[config.mk]
export PLATFORM = sky130hd
export DESIGN_NAME = draw_sequencer
export DESIGN_NICKNAME = d
export VERILOG_FILES = /design/src/rtl/draw_sequencer_pkg.sv /design/src/rtl/draw_sequencer_counter.sv /design/src/rtl/draw_sequencer.sv
export SDC_FILE = /design/constraint.sdc
export NUM_CORES = 1
export LEC_CHECK = 0
export ABC_AREA = 1
export BUFFER_PORTS_ARGS = -buffer_cell sky130_fd_sc_hd__buf_2
export CAP_MARGIN = 30
export CORE_ASPECT_RATIO = 1.2
export CORE_MARGIN = 5
export CORE_UTILIZATION = 37
export DETAILED_ROUTE_END_ITERATION = 8
export PLACE_DENSITY = 0.62
export SLEW_MARGIN = 20
export SYNTH_ARGS = -nofsm -noshare
export SYNTH_HDL_FRONTEND = slang
export SYNTH_SLANG_ARGS = --single-unit
[constraint.sdc]
create_clock -name clock -period 1.8 [get_ports clock]
set_input_delay 0 -clock clock [delete_from_list [all_inputs] [get_ports clock]]
set_output_delay 0 -clock clock [all_outputs]
set_load 0.01 [all_outputs]
[src/rtl/draw_sequencer_pkg.sv]
// Shared definitions for the region raster sequencer and its counters.
package draw_sequencer_pkg;

  localparam int unsigned FS_W = 160;
  localparam int unsigned FS_H = 120;
  localparam int unsigned CV_W = 115;
  localparam int unsigned CV_H = 70;
  localparam int unsigned AN_W = 21;
  localparam int unsigned AN_H = 17;

  localparam int unsigned XW = 8;
  localparam int unsigned YW = 7;
  localparam int unsigned PW = 15;

  // Region codes must match the address ALU opcode encoding.
  typedef enum logic [1:0] {
    REGION_FULLSCREEN = 2'b00,
    REGION_CANVAS     = 2'b01,
    REGION_ANSWER     = 2'b10,
    REGION_ILLEGAL    = 2'b11
  } region_e;

  typedef enum logic [1:0] {
    ST_IDLE = 2'b00,
    ST_DRAW = 2'b01,
    ST_DONE = 2'b10
  } state_e;

  // Scan limits for one region: first/last x offset and last row.
  typedef struct packed {
    logic [XW-1:0] first_x;
    logic [XW-1:0] last_x;
    logic [YW-1:0] last_y;
  } scan_cfg_t;

  // Fullscreen x runs 1..W because the ALU subtracts one in that mode.
  function automatic scan_cfg_t region_cfg(input region_e r);
    scan_cfg_t c;
    c = '0;
    case (r)
      REGION_FULLSCREEN: begin
        c.first_x = XW'(1);
        c.last_x  = XW'(FS_W);
        c.last_y  = YW'(FS_H - 1);
      end
      REGION_CANVAS: begin
        c.first_x = XW'(0);
        c.last_x  = XW'(CV_W - 1);
        c.last_y  = YW'(CV_H - 1);
      end
      default: begin
        c.first_x = XW'(0);
        c.last_x  = XW'(AN_W - 1);
        c.last_y  = YW'(AN_H - 1);
      end
    endcase
    return c;
  endfunction

endpackage

[src/rtl/draw_sequencer_counter.sv]
// Row-major x/y scan counters plus a linear pixel index (incrementer only).
module draw_sequencer_counter
  import draw_sequencer_pkg::*;
(
  input  logic          clock,
  input  logic          resetn,
  input  logic          i_clr,
  input  logic          i_load,
  input  logic          i_en,
  input  logic [XW-1:0] i_first_x,
  input  logic [XW-1:0] i_last_x,
  input  logic [YW-1:0] i_last_y,
  output logic [XW-1:0] o_xpos,
  output logic [YW-1:0] o_ypos,
  output logic [PW-1:0] o_pix_index,
  output logic          o_last_c
);

  logic w_last_x;

  assign w_last_x = (o_xpos == i_last_x);
  assign o_last_c = w_last_x && (o_ypos == i_last_y);

  // Clear wins over load, load over advance; x wraps to its first value.
  always_ff @(posedge clock or negedge resetn) begin
    if (!resetn) begin
      o_xpos      <= '0;
      o_ypos      <= '0;
      o_pix_index <= '0;
    end else if (i_clr) begin
      o_xpos      <= '0;
      o_ypos      <= '0;
      o_pix_index <= '0;
    end else if (i_load) begin
      o_xpos      <= i_first_x;
      o_ypos      <= '0;
      o_pix_index <= '0;
    end else if (i_en) begin
      o_pix_index <= o_pix_index + PW'(1);
      if (w_last_x) begin
        o_xpos <= i_first_x;
        o_ypos <= o_ypos + YW'(1);
      end else begin
        o_xpos <= o_xpos + XW'(1);
      end
    end
  end

endmodule

[src/rtl/draw_sequencer.sv]
// Rasters one rectangular region per request, one plot per cycle, then pulses done.
module draw_sequencer
  import draw_sequencer_pkg::*;
(
  input  logic          clock,
  input  logic          resetn,
  input  logic          go,
  input  logic [1:0]    region,
  input  logic [XW-1:0] start_x_in,
  input  logic [YW-1:0] start_y_in,
  input  logic          abort,
  output logic          busy,
  output logic          plot,
  output logic [XW-1:0] Xpos,
  output logic [YW-1:0] Ypos,
  output logic [XW-1:0] startX,
  output logic [YW-1:0] startY,
  output logic [1:0]    aluOp,
  output logic [PW-1:0] pix_index,
  output logic          done,
  output logic          err
);

  state_e        r_state;
  scan_cfg_t     r_cfg;
  scan_cfg_t     w_new_cfg;
  logic          w_idle;
  logic          w_drawing;
  logic          w_accept;
  logic          w_reject;
  logic          w_last;
  logic          w_step;
  logic          w_clr;
  logic [XW-1:0] w_first_x;

  assign w_new_cfg = region_cfg(region_e'(region));
  assign w_idle    = (r_state == ST_IDLE);
  assign w_drawing = (r_state == ST_DRAW);
  assign w_accept  = w_idle && go && (region != REGION_ILLEGAL);
  assign w_reject  = w_idle && go && (region == REGION_ILLEGAL);
  assign w_step    = w_drawing && !abort && !w_last;
  assign w_clr     = w_drawing && (abort || w_last);
  // On accept the counters need the new region's first x before it is latched.
  assign w_first_x = w_accept ? w_new_cfg.first_x : r_cfg.first_x;

  draw_sequencer_counter u_counter (
    .clock      (clock),
    .resetn     (resetn),
    .i_clr      (w_clr),
    .i_load     (w_accept),
    .i_en       (w_step),
    .i_first_x  (w_first_x),
    .i_last_x   (r_cfg.last_x),
    .i_last_y   (r_cfg.last_y),
    .o_xpos     (Xpos),
    .o_ypos     (Ypos),
    .o_pix_index(pix_index),
    .o_last_c   (w_last)
  );

  // Sequencer FSM with registered status/ALU-setup outputs; abort beats last pixel.
  always_ff @(posedge clock or negedge resetn) begin
    if (!resetn) begin
      r_state <= ST_IDLE;
      r_cfg   <= '0;
      busy    <= 1'b0;
      plot    <= 1'b0;
      startX  <= '0;
      startY  <= '0;
      aluOp   <= '0;
      done    <= 1'b0;
      err     <= 1'b0;
    end else begin
      done <= 1'b0;
      err  <= 1'b0;
      case (r_state)
        ST_IDLE: begin
          if (w_accept) begin
            r_state <= ST_DRAW;
            r_cfg   <= w_new_cfg;
            busy    <= 1'b1;
            plot    <= 1'b1;
            aluOp   <= region;
            if (region == REGION_FULLSCREEN) begin
              startX <= '0;
              startY <= '0;
            end else begin
              startX <= start_x_in;
              startY <= start_y_in;
            end
          end else if (w_reject) begin
            err <= 1'b1;
          end
        end
        ST_DRAW: begin
          if (abort) begin
            r_state <= ST_IDLE;
            busy    <= 1'b0;
            plot    <= 1'b0;
          end else if (w_last) begin
            r_state <= ST_DONE;
            plot    <= 1'b0;
            done    <= 1'b1;
          end
        end
        ST_DONE: begin
          r_state <= ST_IDLE;
          busy    <= 1'b0;
        end
        default: begin
          r_state <= ST_IDLE;
          busy    <= 1'b0;
          plot    <= 1'b0;
        end
      endcase
    end
  end

endmodule

# Word level (Yosys, flattened, before mapping)
# Cells that the tools add are included.
[word_totals] register_bits=76 input_bits=21 word_cells=78 out_inout_bits=51
[op_classes] add_sub_neg=3 reduce_logical=19 n_mux=31 n_bitwise=1 eq_ne=10
[op_table] op="$mux 8" count=6
[op_table] op="$mux 15" count=3
[op_table] op="$mux 7" count=5
[op_table] op="$pmux 16 s2" count=1
[op_table] op="$add 15x1->15 const B" count=1
[op_table] op="$mux 1" count=10
[op_table] op="$add 8x1->8 const B" count=1
[op_table] op="$eq 8x8->1" count=1
[op_table] op="$reduce_and 2->1" count=4
[op_table] op="$add 7x1->7 const B" count=1
[op_table] op="$eq 7x7->1" count=1
[op_table] op="$logic_and 1x1->1" count=7
[op_table] op="$mux 2" count=3
[op_table] op="$reduce_bool 3->1" count=2
[op_table] op="$eq 2x1->1 const B" count=2
[op_table] op="$eq 2x2->1 const B" count=2
[op_table] op="$logic_not 2->1" count=2
[op_table] op="$ne 2x2->1 const B" count=2
[op_table] op="$pmux 2 s2" count=1
[op_table] op="$ne 3x2->1 const B" count=1
[op_table] op="$pmux 1 s3" count=1
[op_table] op="$reduce_and 3->1" count=1
[op_table] op="$logic_not 1->1" count=2
[op_table] op="$ne 2x1->1 const B" count=1
[op_table] op="3 further kinds" count=3

# Depth between registers and ports, before layout
[depth] ltp_word=8 ltp_mapped=13 ltp_nobuf=13

# By module
# A second synthesis with hierarchy kept.
[hier_totals] cells_unflattened=475 hier_area_um2=3422.0
[by_module_without_submodules] mod="draw_sequencer_counter" area_each_um2=2087.0 cells_each=313 seq_area_each_um2=750.7 n_inst=1
[by_module_without_submodules] mod="draw_sequencer" area_each_um2=1335.0 cells_each=162 seq_area_each_um2=725.7 n_inst=1

# Least setup slack after synthesis
# No wires, ideal clock.
[synth_timing] path_kind="flip-flop to flip-flop" from="register u_counter.o_xpos[0]" to="register u_counter.o_xpos[7]" required_time_ns=1.679 t_arrival_ns=1.554 setup_slack_ns=0.125 stages_incl_launch_ff=12 period_less_slack_ns=1.675 setup_ns=0.121 path_buffers=1 cell_sequence="dfrtp_1 > inv_1 > nand2_1 > nor2_1 > nand3_2 > nor2_4 > nand2_4 > a21oi_1 > nor2_4 > buf_6 > nand2_1 > o21ai_2"
[synth_via] elab_chain_len=5 elab_cells_between_ends=12 cone_classes="1 x add/sub; 1 x eq/ne; 4 x mux; 6 x reduce/logical"
[synth_lines] element="from (decl)" line="draw_sequencer_counter.sv:13" source="output logic [XW-1:0] o_xpos,"
[synth_lines] element="from (signal assigned)" line="draw_sequencer_counter.sv:35" source="o_xpos <= i_first_x;"
[synth_lines] element="from (signal assigned)" line="draw_sequencer_counter.sv:41" source="o_xpos <= i_first_x;"
[synth_lines] element="from (signal assigned)" line="draw_sequencer_counter.sv:44" source="o_xpos <= o_xpos + XW'(1);"
[synth_lines] element="$add 8x1->8 or $eq 8x8->1 (tied branches)" line="draw_sequencer_counter.sv:44, draw_sequencer_counter.sv:21"
[synth_lines] element="$mux 8 or $logic_and 1x1->1 (tied branches)" line="draw_sequencer_counter.sv:40, draw_sequencer_counter.sv:22"
[synth_lines] element="$mux 8, or another cell as far along" line="draw_sequencer_counter.sv:38" source="end else if (i_en) begin"
[synth_lines] element="$mux 8, or another cell as far along" line="draw_sequencer_counter.sv:34" source="end else if (i_load) begin"
[synth_lines] element="$mux 8 or $reduce_bool 3->1 (tied branches)"
# Parallel ways exist; a longest one is shown, timed or not. The select of a mux whose other input is x is not followed.
# A chain may end at the register's enable or synchronous reset.

# Final worst setup path
[layout_timing] from="register r_state[1]" to="register startX[0]"
[layout_via] elab_chain_len=4
[layout_lines] element="from (decl)" line="draw_sequencer.sv:24" source="state_e r_state;"
[layout_lines] element="from (signal assigned)" line="draw_sequencer.sv:64" source="r_state <= ST_IDLE;"
[layout_lines] element="from (signal assigned)" line="draw_sequencer.sv:79" source="r_state <= ST_DRAW;"
[layout_lines] element="from (signal assigned)" line="draw_sequencer.sv:97" source="r_state <= ST_IDLE;"
[layout_lines] element="$logic_not 2->1 (*)" line="draw_sequencer.sv:37, draw_sequencer.sv:76"
[layout_lines] element="$logic_and 1x1->1 (2 in series)" line="draw_sequencer.sv:39" source="assign w_accept = w_idle && go && (region != REGION_ILLEGAL);"
[layout_lines] element="$reduce_and 2->1 (no line) (*)"
[layout_lines] element="to (signal assigned)" line="draw_sequencer.sv:88" source="startX <= start_x_in;"
[layout_lines] element="to (decl)" line="draw_sequencer.sv:16" source="output logic [XW-1:0] startX,"
# Mark *: on every way between the ends. The rest lies on a longest branch, timed or not.

==> reports/qor.txt <==
status - completed
count of final hold-check violations - 0
RD Place Congestion - 0.873
LEAKAGE - 2.20 nW
Final Util - 0.535
hold path cells - 3
crit-path max FO - 9
DIE AREA - 0.00992 mm^2
Post-Syn Nets - 379
WL final - 8350 um
slowest stage delay, CP - 0.40 ns
CTS tree - built
Detailed Place HPWL - 5710 um
most area-hungry cell type in the Yosys netlist - dfrtp_1
n_diodes - 0
CP Capture Type - flop
core area - 0.00775 mm^2
synth warn - 0
setup_tns - 0 ns
Slowest cell on crit path - dfrtp_1
Synth Register Bits - 59
synth top area cells - dfrtp_1 50%, nand2_1 13%, nor2_1 4.7%
top_reg_cell synth - dfrtp_1
post-synthesis cell count - 355
min Tclk post-route - 1.68 ns
slew margin rel. - 0.621
Post-synth EDFFs - 0
Hold Crit Class - primary input to flop
Final Slew Violations - 0
Netlist cell types - 31
antenna violations before repair - 0
number of global-route vias before repair - 2883
CTS max path bufs - 2
Mapped Avg Cell Area - 8.36 um^2
grt ovf - 0
Post-Place Setup Slack - 0.0164 ns
fmax - 596 MHz
post-synthesis cell area - 0.00297 mm^2
kind of critical path - flop to flop
total CTS buffers - 9
Die H - 108 um
crit start category - flop
drt drc - 0
Tot GR Track Use - 0.174
Non-Filler Instances - 580
final net count - 507
Clock transition at path regs - 0.07 ns
Fin Hold WS - 0.0134 ns
setup ws final - 0.123 ns
DR WL/cell - 14.4 um
drt via density - 4.93
antenna-violating nets left - 0
first-pass GRT wire length - 13800 um
H-tree Lvls - 3
FP Rows - 35
Starting Density - 0.383
Iter 0 DRT Violations - 165
final setup fails - 0
CP Data Required Time - 2.03 ns
Post-Route Skew - 0.00808 ns
CTS Sinks - 59
fillers - 732
Detailed Routing Iterations Pass 1 - 4
clock root buffer - clkbuf_8
slew of the pin with the lowest slew margin - 0.569 ns
DR vias - 2862
sequential cell area fraction in the yosys report - 0.498
asr flop ratio synth - 1.00
period utilization - 0.931
Worst-Skew Late Latency - 0.34 ns
CP cell instances - nor2_2 > nand2_2 > a21oi_4 > clkinvlp_4 > buf_12 > buf_4 > a22o_1
post-synth top area share - 0.498
reg2reg path depth - 7
largest net degree at the start of global routing - 38
IO Count - 72
max_cap viols - 0
share of cells above drive strength 1 - 0.309
pwr dens - 961 mW/mm^2
Port Buf Inserts - 71
DP Cell Count - 535
synth-to-layout area growth - 39.9%
chip width - 91.7 um
arrival time worst endpoint - 1.91 ns
peak supply drop - 0.587 mV
-- flip-flops by register name, indices dropped and copies added, names as in the netlist --
| name | cells |
|---|---|
| u_counter.o_pix_index | 15 |
| startX | 8 |
| u_counter.o_xpos | 8 |
| startY | 7 |
| u_counter.o_ypos | 7 |
| r_cfg | 6 |
| aluOp | 2 |
| r_state | 2 |
| busy | 1 |
| done | 1 |
| err | 1 |
| plot | 1 |
-- per-stage QoR --
step	cell area, um^2	total power [mW]
2_1_floorplan	2970	2.20
3_3_place_gp	3600	2.63
3_5_place_dp	3600	2.65
4_1_cts	4050	3.96
5_1_grt	4150	4.23
6_report	4150	3.99
-- power breakdown --
part / internal, mW / total (mW) / switching (mW)
Sequential: 1.50 / 1.63 / 0.123
Clock: 0.645 / 1.24 / 0.594
Combinational: 0.489 / 1.12 / 0.633
Total: 2.64 / 3.99 / 1.35
-- cell families (layout without fill, tap and decap cells) --
logic type	count (synthesis)	in the layout	synth area share
AO/OA/AOI/OAI	44	44	0.0987
XOR/XNOR	15	15	0.0443
adder cells (fa/ha/maj)	3	3	0.0127
buffers and inverters	43	176	0.0590
flip-flops	59	59	0.498
AND/OR/NAND/NOR	191	191	0.288
-- final timing paths --
path	start	end	slack [ns]
max reg2reg	r_state[1]	startX[0]	0.12
max	r_state[1]	startX[0]	0.12
min in group asynchronous	resetn	u_counter.o_ypos[3]	0.18
min reg2reg	aluOp[0]	aluOp[0]	0.47
max in group asynchronous	resetn	plot	1.02
min	go	r_cfg[4]	0.01
-- cells in the mapped netlist, drive strengths merged, types with 2 or more instances --
cell type,n
nor2,40
xor2,11
o22ai,2
inv,33
dfrtp,59
a21oi,5
nor3b,4
buf,9
a22o,15
nand4,13
xnor2,4
nand3,22
nand2,104
ha,3
o21ai,21
nor3,6
-- cells in the final DEF, fill, tap and decap left out, types with 3 or more instances in the layout --
cell type | netlist | layout
clkinvlp_4 | 0 | 5
a21oi_1 | 4 | 3
dfrtp_1 | 59 | 59
dlygate4sd3_1 | 0 | 21
buf_2 | 5 | 72
xor2_1 | 11 | 11
a22o_1 | 15 | 15
nor3_1 | 6 | 5
o21ai_1 | 1 | 7
nor2_1 | 37 | 31
buf_4 | 0 | 30
nor2_2 | 1 | 7
o21ai_0 | 18 | 11
nor3b_1 | 4 | 4
nand2_2 | 1 | 3
nand4_1 | 13 | 13
clkbuf_8 | 0 | 9
o21ai_2 | 2 | 3
xnor2_1 | 4 | 4
nand2_1 | 100 | 97
inv_1 | 32 | 30
nand3_1 | 21 | 20
nand2_4 | 3 | 4
-- per-layer routing --
metal / share of wire / global-route usage / vias to the layer above / routed length (um)
li1: - / - / 1421 / -
met1: 0.45 / 0.221 / 1344 / 3770
met2: 0.48 / 0.289 / 78 / 4010
met3: 0.049 / 0.0466 / 19 / 408
met4: 0.020 / 0.0541 / 0 / 164
met5: 0 / 0 / - / 0
-- critical path: cells and delay by family (launching register included) --
| kind | cells | cell delay (ns) |
|---|---|---|
| AO/OA/AOI/OAI | 2 | 0.40 |
| buffers and inverters | 3 | 0.51 |
| flip-flops | 1 | 0.40 |
| AND/OR/NAND/NOR | 2 | 0.24 |
-- repair_timing --
item,4_1_cts,5_1_grt
buffers inserted,3,4
endpoints found under the setup margin,2,44
hold buffers,21,0
pin swaps,0,1
endpoints found under the hold margin,43,0
cloned,0,1
gates resized for setup,2,25
-- final cells by class --
type,instances,area [um^2],share of cell area
multi-input cells,253,1370,0.330
well taps,92,115,0.0277
clock inverters,7,77.6,0.0187
inverters,33,128,0.0308
clock buffers,9,124,0.0299
flip-flops and latches,59,1480,0.356
repair buffers,127,858,0.207
Power figures use the tool's default switching activity.
